==> src/rtl/id_inst_queue_if.sv <==
// Handshake bundle between fetch (master side) and the ID-stage instruction queue.
// The master drives fetch entries, flush/kill and the decoder's consume strobe;
// the queue (slave side) returns its head entry, occupancy and stall hints.
interface id_inst_queue_if #(
    parameter int DEPTH  = 4,
    parameter int PC_W   = 32,
    parameter int INST_W = 32,
    parameter int EXC_W  = 32
);
    localparam int CNT_W = $clog2(DEPTH) + 1;

    logic              flush;
    logic              br_kill;
    logic              in_valid;
    logic              in_ready;
    logic [PC_W-1:0]   in_pc;
    logic [INST_W-1:0] in_inst;
    logic [EXC_W-1:0]  in_exc;
    logic              out_valid;
    logic              out_ready;
    logic [PC_W-1:0]   out_pc;
    logic [INST_W-1:0] out_inst;
    logic [EXC_W-1:0]  out_exc;
    logic [CNT_W-1:0]  count;
    logic              afull;

    modport master (
        output flush, br_kill, in_valid, in_pc, in_inst, in_exc, out_ready,
        input  in_ready, out_valid, out_pc, out_inst, out_exc, count, afull
    );

    modport slave (
        input  flush, br_kill, in_valid, in_pc, in_inst, in_exc, out_ready,
        output in_ready, out_valid, out_pc, out_inst, out_exc, count, afull
    );
endinterface

==> src/rtl/id_inst_queue.sv <==
// ID-stage instruction queue: DEPTH-entry circular FIFO of {excepttype, pc, inst}
// between the i-cache return path and the decoder. Pointers carry an extra wrap
// bit so full and empty are distinguishable without a separate counter.
// flush and br_kill both empty the queue by snapping wr_ptr back to rd_ptr.
module id_inst_queue #(
    parameter int DEPTH     = 4,
    parameter int PC_W      = 32,
    parameter int INST_W    = 32,
    parameter int EXC_W     = 32,
    parameter int AFULL_LVL = DEPTH - 1
) (
    input logic             clk,
    input logic             rst,
    id_inst_queue_if.slave  q
);
    localparam int AW    = $clog2(DEPTH);
    localparam int PW    = AW + 1;
    localparam int ENT_W = EXC_W + PC_W + INST_W;
    localparam logic [PW-1:0] AFULL_CNT = PW'(AFULL_LVL);

    logic [PW-1:0]    wr_ptr_q, wr_ptr_d;
    logic [PW-1:0]    rd_ptr_q, rd_ptr_d;
    logic [PW-1:0]    cnt_d;
    logic             afull_q, afull_d;
    logic [ENT_W-1:0] mem_q [DEPTH];
    logic [ENT_W-1:0] head;
    logic             full, empty, push, pop, drop;

    // Status is derived from registered pointers only, so in_ready never
    // depends combinationally on out_ready: a full queue refuses a push even
    // when the head is popped in the same cycle.
    assign full  = (wr_ptr_q[AW] != rd_ptr_q[AW]) &&
                   (wr_ptr_q[AW-1:0] == rd_ptr_q[AW-1:0]);
    assign empty = (wr_ptr_q == rd_ptr_q);
    assign drop  = q.flush | q.br_kill;
    assign push  = q.in_valid & ~full;
    assign pop   = q.out_ready & ~empty;

    // Next-state pointers: a flush/kill discards everything, including any
    // same-cycle push; otherwise push and pop advance independently.
    always_comb begin
        wr_ptr_d = wr_ptr_q;
        rd_ptr_d = rd_ptr_q;
        if (drop) begin
            wr_ptr_d = rd_ptr_q;
        end else begin
            wr_ptr_d = wr_ptr_q + PW'(push);
            rd_ptr_d = rd_ptr_q + PW'(pop);
        end
        cnt_d   = wr_ptr_d - rd_ptr_d;
        afull_d = (cnt_d >= AFULL_CNT);
    end

    // Pointer and almost-full registers; afull comes from next-state count so
    // it lines up with the count visible in the same cycle.
    always_ff @(posedge clk) begin
        if (rst) begin
            wr_ptr_q <= '0;
            rd_ptr_q <= '0;
            afull_q  <= 1'b0;
        end else begin
            wr_ptr_q <= wr_ptr_d;
            rd_ptr_q <= rd_ptr_d;
            afull_q  <= afull_d;
        end
    end

    // Entry storage; contents need no reset because the pointers gate reads.
    always_ff @(posedge clk) begin
        if (push && !drop) begin
            mem_q[wr_ptr_q[AW-1:0]] <= {q.in_exc, q.in_pc, q.in_inst};
        end
    end

    // Head entry read straight from storage and zeroed when the queue is empty,
    // so the decoder sees a nop rather than stale data.
    assign head       = mem_q[rd_ptr_q[AW-1:0]];
    assign q.out_inst = empty ? '0 : head[INST_W-1:0];
    assign q.out_pc   = empty ? '0 : head[INST_W +: PC_W];
    assign q.out_exc  = empty ? '0 : head[INST_W+PC_W +: EXC_W];

    assign q.out_valid = ~empty;
    assign q.in_ready  = ~full;
    assign q.count     = wr_ptr_q - rd_ptr_q;
    assign q.afull     = afull_q;
endmodule

==> src/flat_wrapper.sv <==
// flat-port wrapper written by rule: the top's interface ports become plain ports
module id_inst_queue_flat 
#(
    parameter int DEPTH     = 4,
    parameter int PC_W      = 32,
    parameter int INST_W    = 32,
    parameter int EXC_W     = 32,
    parameter int AFULL_LVL = DEPTH - 1
)
  (clk, rst, q_flush, q_br_kill, q_in_valid, q_in_pc, q_in_inst, q_in_exc, q_out_ready, q_in_ready, q_out_valid, q_out_pc, q_out_inst, q_out_exc, q_count, q_afull);
  id_inst_queue_if #(.DEPTH(DEPTH), .PC_W(PC_W), .INST_W(INST_W), .EXC_W(EXC_W)) q_i ();
  input logic clk;
  input logic rst;
  input wire logic [$bits(q_i.flush)-1:0] q_flush;
  input wire logic [$bits(q_i.br_kill)-1:0] q_br_kill;
  input wire logic [$bits(q_i.in_valid)-1:0] q_in_valid;
  input wire logic [$bits(q_i.in_pc)-1:0] q_in_pc;
  input wire logic [$bits(q_i.in_inst)-1:0] q_in_inst;
  input wire logic [$bits(q_i.in_exc)-1:0] q_in_exc;
  input wire logic [$bits(q_i.out_ready)-1:0] q_out_ready;
  output wire logic [$bits(q_i.in_ready)-1:0] q_in_ready;
  output wire logic [$bits(q_i.out_valid)-1:0] q_out_valid;
  output wire logic [$bits(q_i.out_pc)-1:0] q_out_pc;
  output wire logic [$bits(q_i.out_inst)-1:0] q_out_inst;
  output wire logic [$bits(q_i.out_exc)-1:0] q_out_exc;
  output wire logic [$bits(q_i.count)-1:0] q_count;
  output wire logic [$bits(q_i.afull)-1:0] q_afull;
  assign q_i.flush = q_flush;
  assign q_i.br_kill = q_br_kill;
  assign q_i.in_valid = q_in_valid;
  assign q_i.in_pc = q_in_pc;
  assign q_i.in_inst = q_in_inst;
  assign q_i.in_exc = q_in_exc;
  assign q_i.out_ready = q_out_ready;
  assign q_in_ready = q_i.in_ready;
  assign q_out_valid = q_i.out_valid;
  assign q_out_pc = q_i.out_pc;
  assign q_out_inst = q_i.out_inst;
  assign q_out_exc = q_i.out_exc;
  assign q_count = q_i.count;
  assign q_afull = q_i.afull;
  id_inst_queue #(.DEPTH(DEPTH), .PC_W(PC_W), .INST_W(INST_W), .EXC_W(EXC_W), .AFULL_LVL(AFULL_LVL)) u_core (.clk(clk), .rst(rst), .q(q_i));
endmodule
==> config.mk <==
export PLATFORM = sky130hd
export DESIGN_NAME = id_inst_queue_flat
export DESIGN_NICKNAME = d
export VERILOG_FILES = /design/src/rtl/id_inst_queue_if.sv /design/src/rtl/id_inst_queue.sv /design/src/flat_wrapper.sv
export SDC_FILE = /design/constraint.sdc
export NUM_CORES = 1
export LEC_CHECK = 0
export ABC_AREA = 1
export CAP_MARGIN = 20
export CORE_ASPECT_RATIO = 1.5
export CORE_MARGIN = 1.5
export CORE_UTILIZATION = 55
export DETAILED_ROUTE_END_ITERATION = 10
export PLACE_DENSITY_LB_ADDON = 0.2
export SYNTH_ARGS = -nofsm -noshare
export SYNTH_HDL_FRONTEND = slang
export SYNTH_SLANG_ARGS = --single-unit
==> constraint.sdc <==
create_clock -name clk -period 10.06 [get_ports clk]
set_input_delay 1.509 -clock clk [delete_from_list [all_inputs] [get_ports clk]]
set_output_delay 1.509 -clock clk [all_outputs]
set_load 0.03 [all_outputs]
==> Word-level counts from Yosys, hierarchy flattened <==
Memory sizes are Yosys's and may differ from the RTL's. A register that Yosys moved wholly into a read port is not among the register bits.
Cells that the tools add are included.
{ "classes": {"add_sub_neg": 4, "magnitude_cmp": 1, "n_eq_ne": 3, "muxes": 8, "n_bitwise": 5, "n_reduce_logical": 3} }
{ "ops": {"columns": ["operator", "count"], "rows": [
  ["$mux 32", 3],
  ["$add 3x1->3", 2],
  ["$mux 3", 2],
  ["$sub 3x3->3", 2],
  ["$eq 3x3->1", 1],
  ["$ge 3x2->1 const B", 1],
  ["$and 1x1->1", 2],
  ["$eq 2x2->1", 1],
  ["$logic_and 1x1->1", 2],
  ["$mux 1", 2],
  ["$mux 2", 1],
  ["$not 1->1", 2],
  ["$logic_not 1->1", 1],
  ["$ne 1x1->1", 1],
  ["$or 1x1->1", 1]
]} }
{ "totals": {"regBits": 7, "mem_bits_rw": 384, "input_bits": 102, "word_cells": 28, "n_memories": 1} }
{ "mem_list": {"columns": ["memory", "depth", "width", "read_ports", "rd_ports_with_merged_regs", "write_ports", "line", "text"], "rows": [
  ["u_core.mem_q", 4, 96, 1, 1, 1, "id_inst_queue.sv:25", "logic [ENT_W-1:0] mem_q [DEPTH];"]
]} }

==> Depth between registers and ports, before layout <==
Gate-level depths: netlist of run 1.
{ "depth": {"word_depth": 8, "ltp_mapped": 19} }

==> Least setup slack after synthesis of run 1 <==
OpenSTA, ideal clock, no wires.
{ "synth_path": {"kind": "input-to-reg", "from": "in q_br_kill", "to": "mem u_core.mem_q[2][0] in the netlist's numbering, enable pin", "setup_time_ns": 0.669, "t_arrival_ns": 8.374, "setup_slack_ns": 1.017, "path_stages": 4, "cell_sequence": "nor2_2 -> buf_6 -> nand2_2 -> nor3_1"} }
{ "synth_via": {"elab_chain_cells": 5} }
{ "synth_rtl": {"columns": ["item", "line", "text"], "rows": [
  ["from (decl)", "flat_wrapper.sv:15", "input wire logic [$bits(q_i.br_kill)-1:0] q_br_kill;"],
  ["$or 1x1->1", "id_inst_queue.sv:35", "assign drop = q.flush | q.br_kill;"],
  ["$logic_not 1->1", "id_inst_queue.sv:70", "if (push && !drop) begin"],
  ["$logic_and 1x1->1", "id_inst_queue.sv:70", null],
  ["$mux 1", "id_inst_queue.sv:70", null],
  ["$mux 1 (not written as such)", "id_inst_queue.sv:71", "mem_q[wr_ptr_q[AW-1:0]] <= {q.in_exc, q.in_pc, q.in_inst};"],
  ["to (decl)", "id_inst_queue.sv:25", null]
]} }
Every way passes these cells.

==> Worst setup path in the final report of run 1 <==
{ "layout_path": {"from": "reg u_core.rd_ptr_q[0]", "to": "out q_out_inst[2]"} }
{ "layout_via": {"elab_chain_cells": 2} }
{ "layout_rtl": {"columns": ["item", "line", "text"], "rows": [
  ["from (decl)", "id_inst_queue.sv:22", "logic [PW-1:0] rd_ptr_q, rd_ptr_d;"],
  ["from (signal assigned)", "id_inst_queue.sv:63", "rd_ptr_q <= rd_ptr_d;"],
  ["$eq 3x3->1", "id_inst_queue.sv:34", "assign empty = (wr_ptr_q == rd_ptr_q);"],
  ["$mux 32", "id_inst_queue.sv:78", "assign q.out_inst = empty ? '0 : head[INST_W-1:0];"],
  ["to (decl)", "flat_wrapper.sv:24", "output wire logic [$bits(q_i.out_inst)-1:0] q_out_inst;"]
]} }
Every way passes these cells.

==> impl_results.md, run 1 <==
- Post-DRT Antenna Nets: 0
- Routed WL: 32700 um
- Via count: 9754
- Detailed placement HPWL: 18900 um
- CP Launch Type: flip-flop
- I/O pins: 204
- Syn Nets: 1321
- Post-route cell area: 18700 sq um
- Setup violators final: 0
- Yosys warnings: 0
- Metal3 WL: 1760 um
- Max-capacitance violation count: 0
- Critical Path Start: u_core.rd_ptr_q[0]
- CP Capture Type: output pin
- Wire per inst: 18.6 um
- Max Slew Vio Count: 0
- Uppermost layer routed: met5
- Die X-Extent: 140 um
- HP Class: flip-flop to flip-flop
- Post-synth EDFFs: 384
- Crit path DAT: 4420 ps
- Syn_area_per_cell: 12.8 sq um
- TritonRoute pass-1 iters: 5
- Cell Area, Placed: 17600 sq um
- Post-Syn Instances: 1210
- Maximum root-to-sink buffer count: 3
- Pin count of the biggest net entering global routing: 117
- Sw Pwr: 0.000861 W
- Final Power: 0.00359 W
- Die Y: 209 um
- Core area: 27900 sq um
- Antenna cells: 0
- Cell Area, Synth: 15500 sq um
- Fillers: 1953
- Distinct cells, synth: 28
- Most frequent cell on the critical path: buf_4
- WS Path Type: flip-flop to output pin
- Clock sinks: 391
- Synth Flop Type: edfxtp_1
- Crit-path cells: buf_4 > ha_1 > nand4_2 > clkinv_2 > buf_4 > a21oi_1 > clkdlybuf4s50_1
- Via-to-Cell Ratio: 5.54
- Routed length on met2: 17300 um
- R2R Path Start: u_core.rd_ptr_q[0]
- Clock slew at reported path FFs: 60 ps
- Clock skew: 12.2 ps
- Worst-Skew Late Latency: 520 ps
- Site Rows: 75
- Sequential power share: 0.509
- Tmin final: 5930 ps
- Initial core utilization: 0.556
- Max Freq: 0.169 GHz
- Cells after DPL: 1700
- Seq cells post-synth: 391
- Min-delay src: u_core.rd_ptr_q[2]
- Synth-to-Final Area Change: 20.6%
- Outcome: complete, no violations
- I/O Buffers: 203
- Tcrit/Tclk final: 0.590
- Slew headroom: 0.291
- Num CTS Buffers: 35
- Register area share after synthesis: 0.753
- Internal power: 0.00273 W
- Metal1 wirelength: 12700 um
- Leak: 6.26 nW
- Critical path's largest stage delay: 730 ps
- PwrDens: 192 nW/um^2
- CTS tree: yes
- DRT iter0 DRCs: 666
- First-pass GRT wire length: 51300 um
- Initial antenna violation count: 1
- Worst Path Max Fanout: 77
- Clk root buf: clkbuf_16
- Unrepaired setup endpoints after global routing: false
- Worst EP required: 8550 ps
- Actual transition at the worst max-transition pin: 1060 ps
- # DRC: 0
- CP max-delay cell: buf_4
- Number of global-route vias before repair: 9777
- Postcts setup bufs: 0
- H-tree depth: 2
- Grt ovf: 0
- Clk network pwr share: 0.350
- Ys async rst share: 0
- Combinational power share: 0.141
- Final nets: 1503
- Cts repair resizes: 0
- Routability cong.: 0.750
- Worst VDD drop: 0.150 mV
- Gr usage total: 0.228
- Layout cell share with drive strength beyond 1: 0.0544
- Sw Ratio: 0.240
- Final std cells w/o fill: 1762
- Final hold vios: 0
- Setup TNS after final layout: 0 ps
- Cts hold-fix bufs: 0
- Die footprint: 29200 sq um
## area by class of cell
class / count / area, sq um / share of cell area
clock buffer: 49 / 971 / 0.0519
tap: 346 / 433 / 0.0232
clock inverter: 12 / 101 / 0.00542
timing repair buffer: 220 / 2180 / 0.117
multi-input combinational: 728 / 3270 / 0.175
sequential: 391 / 11700 / 0.625
inverter: 16 / 65.1 / 0.00348
## critical path: cells and delay by family (launching register included)
family	cells	cell delay [ps]
compound gates	1	250
fa+ha+maj	1	400
buf+inv	4	2370
flops	1	620
simple gates	1	130
## kinds of logic (layout without fill, tap and decap cells)
kind of cell	after synthesis	after routing	synth area share
AOI/OAI and AO/OA	297	297	0.0965
buffers and inverters	91	297	0.0373
DFF	391	391	0.753
xor gates and xnor gates	1	1	0.000565
and+or+nand+nor	421	421	0.104
adders and majority gates	9	9	0.00823
## stage by stage
stage          utilization  setup slack [ps]  hold slack, ps
2_1_floorplan            -              1020             492
6_report             0.671              4130             569
4_1_cts              0.670              4070             564
3_5_place_dp         0.632              4650             554
3_3_place_gp         0.632              4780             544
5_1_grt              0.671              3850             617
## state kept, by name, summed over array words and instances, names as in the netlist
register	cells
u_core.wr_ptr_q	3
u_core.mem_q	384
u_core.rd_ptr_q	3
u_core.q.afull	1
## synth_stat cells, types with 2 or more instances
cell type / number / area share
edfxtp_1: 384 / 0.74
inv_1: 11 / 0.0027
buf_1: 5 / 0.0012
buf_2: 12 / 0.0039
fa_1: 2 / 0.0026
dfxtp_1: 7 / 0.0090
buf_6: 20 / 0.015
o21ai_1: 32 / 0.010
o21bai_1: 2 / 0.00097
inv_2: 5 / 0.0012
nand2_1: 13 / 0.0031
buf_4: 13 / 0.0063
a211oi_1: 2 / 0.00097
nor2_1: 393 / 0.095
o21ai_0: 160 / 0.052
nand3_1: 4 / 0.0013
nor3_1: 4 / 0.0013
clkbuf_1: 7 / 0.0017
a21oi_1: 101 / 0.033
clkbuf_2: 18 / 0.0058
nand2_2: 2 / 0.00081
ha_1: 7 / 0.0056
## path summary, 6_finish.rpt
check	end	cells after the start	slack, ps
worst min-delay path	u_core.rd_ptr_q[2]	2	570
worst min register to register	u_core.rd_ptr_q[2]	2	570
worst max-delay path	q_out_inst[2]	7	4130
worst max register to register	u_core.q.afull	15	5390
## placed cells by master, fill, tap and decap left out, types with 4 or more instances in the layout
cell               n
edfxtp_1         384
a21oi_1          101
clkinv_2           5
nand3_1            4
o21ai_1           32
nor3_2             4
clkbuf_16         37
clkdlybuf4s50_1  203
nand2_1           13
clkinv_1           7
ha_1               7
clkbuf_1          12
inv_1             11
buf_4             16
o21ai_0          160
nor2_1           393
dfxtp_1            5
## per-layer routing
metal	up-vias	GRT usage
li1	4645	-
met1	4729	0.281
met2	315	0.403
met3	63	0.0360
met4	2	0.0900
met5	-	0
## power groups by stage
| stage | registers [W] | clock network, W | logic [W] |
|---|---|---|---|
| 5_1_grt | 0.00183 | 0.00134 | 0.000544 |
| 4_1_cts | 0.00183 | 0.00128 | 0.000510 |
| 3_5_place_dp | 0.00186 | 0 | 0.000507 |
| 6_report | 0.00183 | 0.00126 | 0.000506 |
| 2_1_floorplan | 0.00186 | 0 | 0.000305 |
| 3_3_place_gp | 0.00186 | 0 | 0.000500 |
Note: power is estimated with default switching activity, not from simulation.
==> inputs of run 2 (changes only) <==
--- a/config.mk
+++ b/config.mk
@@ -9,7 +9,7 @@
 export CAP_MARGIN = 20
 export CORE_ASPECT_RATIO = 1.5
 export CORE_MARGIN = 1.5
-export CORE_UTILIZATION = 55
+export CORE_UTILIZATION = 50
 export DETAILED_ROUTE_END_ITERATION = 10
 export PLACE_DENSITY_LB_ADDON = 0.2
 export SYNTH_ARGS = -nofsm -noshare
==> constraint.sdc (replaced) <==
create_clock -name clk -period 4.9 [get_ports clk]
set_input_delay 0.735 -clock clk [delete_from_list [all_inputs] [get_ports clk]]
set_output_delay 0.735 -clock clk [all_outputs]
set_load 0.03 [all_outputs]
==> run 2 against run 1 <==
  * Clock skew shrank 1.5 ps
  * Combinational power grew 110%
  * Non-clock buffer count grew 2
  * Hold slack lost 24 ps
  * Sequential power increased by 100%
  * Clock-buffer cell count is 8 lower
  * Die area rose by 9.8%
  * Cell area increased by 1.6%
  * Worst setup slack worse by 3700 ps
  * Via count up 0.56%
  * Largest power group unchanged
==> impl_results.md, run 2 (same netlist as run 1, synthesis figures left out) <==
- Grt ovf: 0
- Synth-to-Final Area Change: 22.6%
- R2r worst-path depth: 16
- DRT iter0 DRCs: 596
- Initial core utilization: 0.511
- R2R Path End: u_core.q.afull
- Leak: 6.37 nW
- Crit path DAT: 3790 ps
- Final core occ: 0.626
- Layout cell share with drive strength beyond 1: 0.0632
- Most common cell after layout, fill and taps aside: nor2_1
- Initial antenna violation count: 2
- Worst Path Max Fanout: 41
- Worst-Skew Late Latency: 530 ps
- Final hold vios: 0
- CP Capture Type: output pin
- PwrDens: 405 nW/um^2
- I/O Buffers: 203
- Worst EP required: 4160 ps
- CTS tree: yes
- Clock slew at reported path FFs: 60 ps
- Number of global-route vias before repair: 9714
- Setup TNS after final layout: 0 ps
- Combinational power share: 0.140
- Core area: 30400 sq um
- Post-route cell area: 19000 sq um
- Clock skew: 10.7 ps
- CP Launch Type: flip-flop
- Tmin final: 4520 ps
- Routed WL: 33600 um
- Actual transition at the worst max-transition pin: 1070 ps
- Sequential power share: 0.486
- Wire per inst: 18.4 um
- Num CTS Buffers: 37
- Final nets: 1507
- Maximum root-to-sink buffer count: 3
- WS Path Type: flip-flop to output pin
- R2R Setup Slk: 1210 ps
- Worst setup path endpoint: q_out_exc[11]
- Slew headroom: 0.287
- HP Class: flip-flop to flip-flop
- Max-capacitance violation count: 0
- I/O pins: 204
- Routability cong.: 0.752
- Clk root buf: clkbuf_16
- Setup violators final: 0
- Site Rows: 78
- Cts repair resizes: 0
- Critical Path Start: u_core.rd_ptr_q[1]
- Cell Area, Placed: 17800 sq um
- Cts hold-fix bufs: 0
- Detailed placement HPWL: 18600 um
- Largest register FFs: 384
- Final Power: 0.00770 W
- Clk network pwr share: 0.374
- # DRC: 0
- Internal power: 0.00583 W
- Most frequent cells in the layout: 393 x nor2_1, 384 x edfxtp_1, 203 x clkdlybuf4s50_1, 160 x o21ai_0, 101 x a21oi_1
- Die X-Extent: 147 um
- Tcrit/Tclk final: 0.923
- R2R Path Start: u_core.rd_ptr_q[1]
- Gr usage total: 0.210
- Sw Pwr: 0.00186 W
- Postcts setup bufs: 0
- Die Y: 219 um
- Hold Worst Slack: 546 ps
- Unrepaired setup endpoints after global routing: false
- Max Slew Vio Count: 0
- Via-to-Cell Ratio: 5.37
- First-pass GRT wire length: 52000 um
- Sw Ratio: 0.242
- Post-DRT Antenna Nets: 0
- H-tree depth: 2
- Max Freq: 0.221 GHz
- Die footprint: 32100 sq um
- Worst VDD drop: 0.384 mV
- Outcome: complete, no violations
- Via count: 9809
- Clock sinks: 391
- Pin count of the biggest net entering global routing: 195
- TritonRoute pass-1 iters: 5
[run 2: changes by cell type in the layout (fill, tap and decap cells not counted)]
cell / change
buf_12: +4
buf_16: -1
buf_4: -1
bufinv_16: +3
clkbuf_1: -10
clkbuf_16: +2
clkinv_1: +5
clkinv_2: +3
clkinvlp_4: +1
diode_2: +1
inv_4: +1
inv_6: +1
nor3_2: -4
nor3_4: +4
[run 2: how the worst min path moves through the flow]
stage                                  start                 end  slack (ps)  cells after the start
after floorplan           u_core.rd_ptr_q[2]  u_core.rd_ptr_q[2]         490                      2
after global placement    u_core.rd_ptr_q[2]  u_core.rd_ptr_q[2]         530                      2
after detailed placement  u_core.rd_ptr_q[2]  u_core.rd_ptr_q[2]         530                      2
after CTS                 u_core.rd_ptr_q[2]  u_core.rd_ptr_q[2]         540                      2
after global routing      u_core.rd_ptr_q[2]  u_core.rd_ptr_q[2]         580                      2
final                     u_core.rd_ptr_q[2]  u_core.rd_ptr_q[2]         550                      2
[run 2: worst max-delay path, stage by stage, from the launching register on]
cell,delay [ps]
dfxtp_4,720
inv_4,200
ha_1,380
nand4_2,120
clkinv_2,410
buf_12,360
a21oi_1,270
clkdlybuf4s50_1,740
[run 2: routing by layer]
metal,GRT usage,up-vias,part of all wire
li1,-,4668,-
met1,0.246,4762,0.38
met4,0.0785,2,0.031
met2,0.382,312,0.52
met5,0,-,0.00039
met3,0.0403,65,0.061
[run 2: power groups by stage]
stage	registers (W)	clock network (W)	logic [W]
after floorplan	0.00381	0	0.000627
after global placement	0.00381	0	0.00108
after detailed placement	0.00381	0	0.00108
after CTS	0.00374	0.00294	0.00109
after global routing	0.00374	0.00307	0.00116
final	0.00374	0.00288	0.00107
[run 2: final cells by class]
class	count	area, sq um
diodes	1	2.50
clock buffers	41	983
clock inverters	26	246
fillers	2297	11400
inverters	16	66.3
multi-input cells	728	3300
flip-flops and latches	391	11700
well taps	400	500
repair buffers	222	2220
[run 2: metrics by stage]
| step | worst slack [ps] | cells |
|---|---|---|
| global route | 168 | 1825 |
| global placement | 848 | 1757 |
| detailed placement | 839 | 1757 |
| finish | 379 | 1825 |
| floorplan | -821 | 1210 |
| CTS | 266 | 1824 |
